==> config.mk <==
export PLATFORM = sky130hd
export DESIGN_NAME = seg_scan_ctrl
export DESIGN_NICKNAME = d
export VERILOG_FILES = /design/src/rtl/seg_pkg.sv /design/src/rtl/seg_phase_timer.sv /design/src/rtl/seg_scan_ctrl.sv
export SDC_FILE = /design/constraint.sdc
export NUM_CORES = 1
export LEC_CHECK = 0
export ABC_AREA = 1
export BUFFER_PORTS_ARGS = -buffer_cell sky130_fd_sc_hd__clkbuf_2
export CORE_ASPECT_RATIO = 1.25
export CORE_UTILIZATION = 50
export CTS_CLUSTER_SIZE = 12
export DETAILED_ROUTE_END_ITERATION = 16
export MAX_ROUTING_LAYER = met4
export PLACE_DENSITY = 0.69
export SLEW_MARGIN = 40
export SYNTH_ARGS = -nofsm -noshare
export SYNTH_HDL_FRONTEND = slang
export SYNTH_SLANG_ARGS = --single-unit
==> constraint.sdc <==
create_clock -name CLK -period 2.19 [get_ports CLK]
set_input_delay 0.1095 -clock CLK [delete_from_list [all_inputs] [get_ports CLK]]
set_output_delay 0.1095 -clock CLK [all_outputs]
set_load 0.05 [all_outputs]
==> src/rtl/seg_pkg.sv <==
// Shared types and constants for the multiplexed 7-segment scan controller.
package seg_pkg;

    typedef enum logic {
        ST_ON  = 1'b0,
        ST_GAP = 1'b1
    } seg_state_t;

    localparam int                      SEG_NIBBLE_W   = 4;
    localparam logic [SEG_NIBBLE_W-1:0] SEG_BLANK_CODE = 4'hF;

endpackage

==> src/rtl/seg_phase_timer.sv <==
// Phase counter for the scan controller: counts ON/GAP dwell, flags terminal
// count and advances the digit index (with wrap) at the end of each gap.
module seg_phase_timer #(
    parameter int NUM_DIGITS = 4,
    parameter int DIV_MAX    = 50000,
    parameter int GAP_CYCLES = 2,
    parameter int CNT_W      = 16,
    parameter int IDX_W      = $clog2(NUM_DIGITS)
) (
    input  logic             clk,
    input  logic             rst,
    input  logic             in_gap,
    output logic             tc,
    output logic             frame_start,
    output logic [IDX_W-1:0] idx_nxt
);

    logic [CNT_W-1:0] cnt;
    logic [IDX_W-1:0] idx;
    logic             last_idx;

    assign last_idx    = (idx == IDX_W'(NUM_DIGITS - 1));
    assign tc          = in_gap ? (cnt == CNT_W'(GAP_CYCLES - 1))
                                : (cnt == CNT_W'(DIV_MAX - 1));
    assign frame_start = tc && in_gap && last_idx;
    assign idx_nxt     = (tc && in_gap) ? (last_idx ? '0 : idx + IDX_W'(1)) : idx;

    // NOTE: registered state uses non-blocking assignments so every flop
    // samples pre-edge values regardless of block evaluation order.
    always_ff @(posedge clk or posedge rst) begin
        if (rst) begin
            cnt <= '0;
            idx <= IDX_W'(NUM_DIGITS - 1);
        end else begin
            cnt <= tc ? '0 : cnt + CNT_W'(1);
            idx <= idx_nxt;
        end
    end

endmodule

==> src/rtl/seg_scan_ctrl.sv <==
// Time-multiplexed 7-segment scan controller with frame-aligned LOAD/ACK update.
// Define SEG_LZB_EN to enable leading-zero blanking (digit 0 never blanked).
module seg_scan_ctrl
    import seg_pkg::*;
#(
    parameter int NUM_DIGITS = 4,
    parameter int DIV_MAX    = 50000,
    parameter int GAP_CYCLES = 2,
    parameter int CNT_W      = 16
) (
    input  logic                           CLK,
    input  logic                           RST,
    input  logic                           LOAD,
    input  logic [4*NUM_DIGITS-1:0]        DIN,
    output logic                           ACK,
    output logic                           BUSY,
    output logic [SEG_NIBBLE_W-1:0]        BCD,
    output logic [NUM_DIGITS-1:0]          DIG_EN
);

    localparam int IDX_W  = $clog2(NUM_DIGITS);
    localparam int WORD_W = SEG_NIBBLE_W * NUM_DIGITS;

    seg_state_t              state;
    seg_state_t              state_nxt;
    logic [WORD_W-1:0]       disp;
    logic [WORD_W-1:0]       disp_nxt;
    logic [WORD_W-1:0]       pending;
    logic                    tc;
    logic                    frame_start;
    logic                    apply;
    logic [IDX_W-1:0]        idx_nxt;
    logic [NUM_DIGITS-1:0]   blank;
    logic [SEG_NIBBLE_W-1:0] nib_nxt;

    seg_phase_timer #(
        .NUM_DIGITS (NUM_DIGITS),
        .DIV_MAX    (DIV_MAX),
        .GAP_CYCLES (GAP_CYCLES),
        .CNT_W      (CNT_W),
        .IDX_W      (IDX_W)
    ) u_timer (
        .clk         (CLK),
        .rst         (RST),
        .in_gap      (state == ST_GAP),
        .tc          (tc),
        .frame_start (frame_start),
        .idx_nxt     (idx_nxt)
    );

    // A pending word only lands on the GAP->ON edge that restarts digit 0.
    assign apply    = frame_start && BUSY;
    assign disp_nxt = apply ? pending : disp;
    assign nib_nxt  = disp_nxt[idx_nxt*SEG_NIBBLE_W +: SEG_NIBBLE_W];

    always_comb begin
        state_nxt = state;
        if (tc) state_nxt = (state == ST_ON) ? ST_GAP : ST_ON;
    end

`ifdef SEG_LZB_EN
    always_comb begin
        logic zeros_above;
        // NOTE: every output of a combinational block gets a default first so
        // no path through the loop leaves it unassigned and infers a latch.
        zeros_above = 1'b1;
        blank       = '0;
        for (int i = NUM_DIGITS - 1; i >= 1; i--) begin
            zeros_above = zeros_above && (disp_nxt[i*SEG_NIBBLE_W +: SEG_NIBBLE_W] == '0);
            blank[i]    = zeros_above;
        end
    end
`else
    assign blank = '0;
`endif

    // Outputs are registered from next-state values so they line up with the
    // state register while staying free of input-to-output paths.
    always_ff @(posedge CLK or posedge RST) begin
        if (RST) begin
            state   <= ST_GAP;
            // NOTE: the display word is reset to blank codes rather than left
            // undefined, so a reset always reverts the bank to all-off digits.
            disp    <= {NUM_DIGITS{SEG_BLANK_CODE}};
            pending <= '0;
            BUSY    <= 1'b0;
            ACK     <= 1'b0;
            DIG_EN  <= '0;
            BCD     <= SEG_BLANK_CODE;
        end else begin
            state <= state_nxt;
            disp  <= disp_nxt;
            if (LOAD) pending <= DIN;
            BUSY  <= LOAD || (BUSY && !apply);
            ACK   <= apply;
            if (state_nxt == ST_ON) begin
                DIG_EN <= NUM_DIGITS'(1) << idx_nxt;
                BCD    <= blank[idx_nxt] ? SEG_BLANK_CODE : nib_nxt;
            end else begin
                DIG_EN <= '0;
                BCD    <= SEG_BLANK_CODE;
            end
        end
    end

endmodule
==> impl_metrics.csv <==
group,metric,value,unit
outcome,status,"complete, no violations",
final_layout,layout.nets,460,
global_routing,grt_start_max_net_pins,62,
global_routing,grt_pass1_vias,2389,
synth,synth_top_cell_area_share,0.311,
drt,wl_met3,223,um
place,io_buffers,28,
critical_path,cpMostUsedCell,"nor2_1",
job,maxCapViolCount,0,
synth,synth_warnings,0,
cts,post-cts-setup-buffers,0,
critical_path,r2r_cells,14,
final_layout,post-route-cell-area,3670,um^2
power_and_ir_drop,power_density,575,nW/um^2
critical_path,r2r_setup_slack,180,ps
drt,viasPerCell,4.80,
floorplan,dieArea,6430,um^2
drt,drt_iter0_drc,90,
global_routing,gr-total-overflow,0,
synth,synth_area_leaders,"dfrtp_1, dfstp_2, nand2_1",
final_layout,fillers,511,
floorplan,rows,31,
place,place_hpwl,4430,um
drt,maxUsedRoutingLayer,"met4",
final_layout,area_growth,20.3,%
timing,slew_viol_final,0,
global_routing,grt_pass1_wl,10500,um
synth,synth_top_cell_by_area,"dfrtp_1",
drt,routed-via-count,2522,
power_and_ir_drop,p_total,2.11,mW
cts,clk_latency,340,ps
synth,synth-main-ff-cell,"dfrtp_1",
place,place_area,3310,um^2
timing,hold_violations,0,
global_routing,antenna_found_initial,0,
cts,cts_htree_levels,3,
timing,worstMarginPinSlew,542,ps
drt,wl_per_cell,12.2,um
hold_path,hold_path_end,"pending[12]",
critical_path,crit_chain,"inv_1 > nand4_1 > nor2_1 > nor2_1 > nor2_4 > ha_4 > buf_4 > inv_2 > nand2_1 > nand2_2 > nand3_2 > nor2_1 > nor2_1 > nand3_1",
critical_path,critical_path.slowest_cell,"dfrtp_1",
timing,fin_skew,11.0,ps
critical_path,critPathMaxStageDelay,450,ps
critical_path,path_depth,14,
synth,synthCells,383,
timing,fmax,0.498,GHz
timing,layout_worst_path_cycle_share,0.916,
timing,slew_headroom,0.639,
cts,cts-root-buf,"clkbuf_8",
critical_path,crit_fanout,6,
timing,fin_crit,2010,ps
floorplan,dieWidth,71.9,um
critical_path,path_buf_inv,3,
critical_path,timing.rr.start,"u_timer.cnt[6]",
critical_path,arrival,2270,ps
critical_path,critPathKind,"flip-flop to flip-flop",
drt,firstDrtPassIters,4,
hold_path,min_path_type,"primary input to flip-flop",
final_layout,antenna_cells,0,
synth,synth_area_per_cell,7.97,um^2
hold_path,hold_start,"DIN[12]",
critical_path,critPathRequiredTime,2460,ps
place,gp_congestion,0.925,
synth,ys_seq_area_frac,0.509,
cts,clock_path_buffers,2,
global_routing,grt_usage,0.224,
power_and_ir_drop,peakVddDrop,429,uV
synth,synth_edf_count,0,
synth,syn-cell-area,3050,um^2
final_layout,drive_gt1_frac,0.237,
critical_path,r2r-end,"BCD[1]",
floorplan,initial_core_util,0.521,
cts,cts_tree,"yes",
synth,synth.most_common_cell,"nand2_1",
drt,final_antenna_net_count,0,
floorplan,die-height,89.4,um
power_and_ir_drop,cellLeakagePower,1.95,nW
floorplan,io-pin-count,29,
cts,cts.clk_slew.worst_paths,60,ps
synth,synth_cell_type_count,30,
synth,synth-async-reset-ratio,1.00,
synth,ys_seq_elements,61,
critical_path,crit_family,"simple AND/OR/NAND/NOR gates",
floorplan,coreArea,5860,um^2
drt,wl,6380,um
critical_path,end_kind,"flip-flop",
critical_path,startpoint_type,"flip-flop",
drt,dr_wl_met2,3340,um
timing,finalSetupViolCount,0,
synth,ys_top_cells_by_count,"nand2_1, inv_1, nor2_1",
hold_path,holdPathStages,2,
drt,drc,0,
cts,cts-buffers-inserted,9,
synth,synth_nets,405,
drt,m1WireLength,2620,um
cts,cts.sinks,61,
[through the flow]
| stage | hold WS (ps) | util | worst slack, ps | TNS, ps | std cells |
|---|---|---|---|---|---|
| after floorplan | 226 | - | 124 | 0 | 383 |
| after global placement | 311 | 0.565 | 110 | 0 | 493 |
| after detailed placement | 318 | 0.565 | 39.5 | 0 | 493 |
| after CTS | 3.64 | 0.618 | 3.43 | 0 | 524 |
| after global routing | 12.2 | 0.627 | -12.7 | -22.6 | 525 |
| final | 16.2 | 0.627 | 183 | 0 | 525 |
[layout make-up]
cell class	count	area [um^2]	share of cell area
Sequential cell	61	1560	0.424
Multi-Input combinational cell	241	1210	0.331
Timing Repair Buffer	52	362	0.0984
Inverter	73	275	0.0749
Clock buffer	14	153	0.0416
Tap cell	82	103	0.0279
Clock inverter	2	10.0	0.00272
[state kept, by name, summed over array words and instances (netlist names)]
register,flops
u_timer.cnt,16
DIG_EN,4
disp,16
u_timer.idx,2
state,1
BUSY,1
ACK,1
pending,16
BCD,4
[timing repair]
| action | in CTS | in global routing |
|---|---|---|
| endpoints found under the setup margin | 0 | 4 |
| endpoints found under the hold margin | 51 | 0 |
| resized for setup | 0 | 9 |
| hold buffers | 15 | 0 |
[report_power, final]
part	leakage (nW)	internal, mW	total [mW]	switching (mW)
registers	0.710	1.16	1.17	0.0105
clock network	0.0844	0.439	0.842	0.403
logic	1.15	0.0460	0.102	0.0555
[logic make-up (layout without fill, tap and decap cells)]
group,after synthesis,count (layout),share of synthesized area
AO/OA/AOI/OAI,25,25,0.0524
AND/OR/NAND/NOR,201,202,0.283
buffers and inverters,82,141,0.109
multiplexers,4,4,0.0147
XOR/XNOR,7,7,0.0201
adder cells (fa/ha/maj),3,3,0.0123
flip-flops,61,61,0.509
[layout by cell type (no fill, tap or decap), types with 4 or more instances in the layout]
master and count:
nand3_1 26, nand2_1 92, buf_4 8, clkbuf_8 10, dlygate4sd3_1 15, inv_1 69, nand3_2 4, o21ai_2 8
nand2_2 5, o21ai_0 15, nand4_1 5, clkbuf_1 4, dfstp_2 23, xor2_1 6, clkbuf_2 28, mux2_2 4
nor2_1 62, dfrtp_1 37
[worst max path at each step]
| stage | startpoint | endpoint | slack (ps) |
|---|---|---|---|
| 4_1_cts | u_timer.cnt[8] | BCD[1] | 3 |
| 6_report | u_timer.cnt[6] | BCD[1] | 180 |
| 3_3_place_gp | u_timer.cnt[8] | BCD[1] | 110 |
| 2_1_floorplan | state | BCD[2] | 120 |
| 3_5_place_dp | u_timer.cnt[8] | BCD[1] | 40 |
| 5_1_grt | state | BCD[3] | -10 |
[routing by layer]
layer | global-route usage | vias up
li1 | - | 1267
met1 | 0.237 | 1173
met2 | 0.398 | 61
met3 | 0.0496 | 21
met4 | 0.109 | 0
met5 | - | -
No activity file was read; power rests on OpenSTA's default activity.
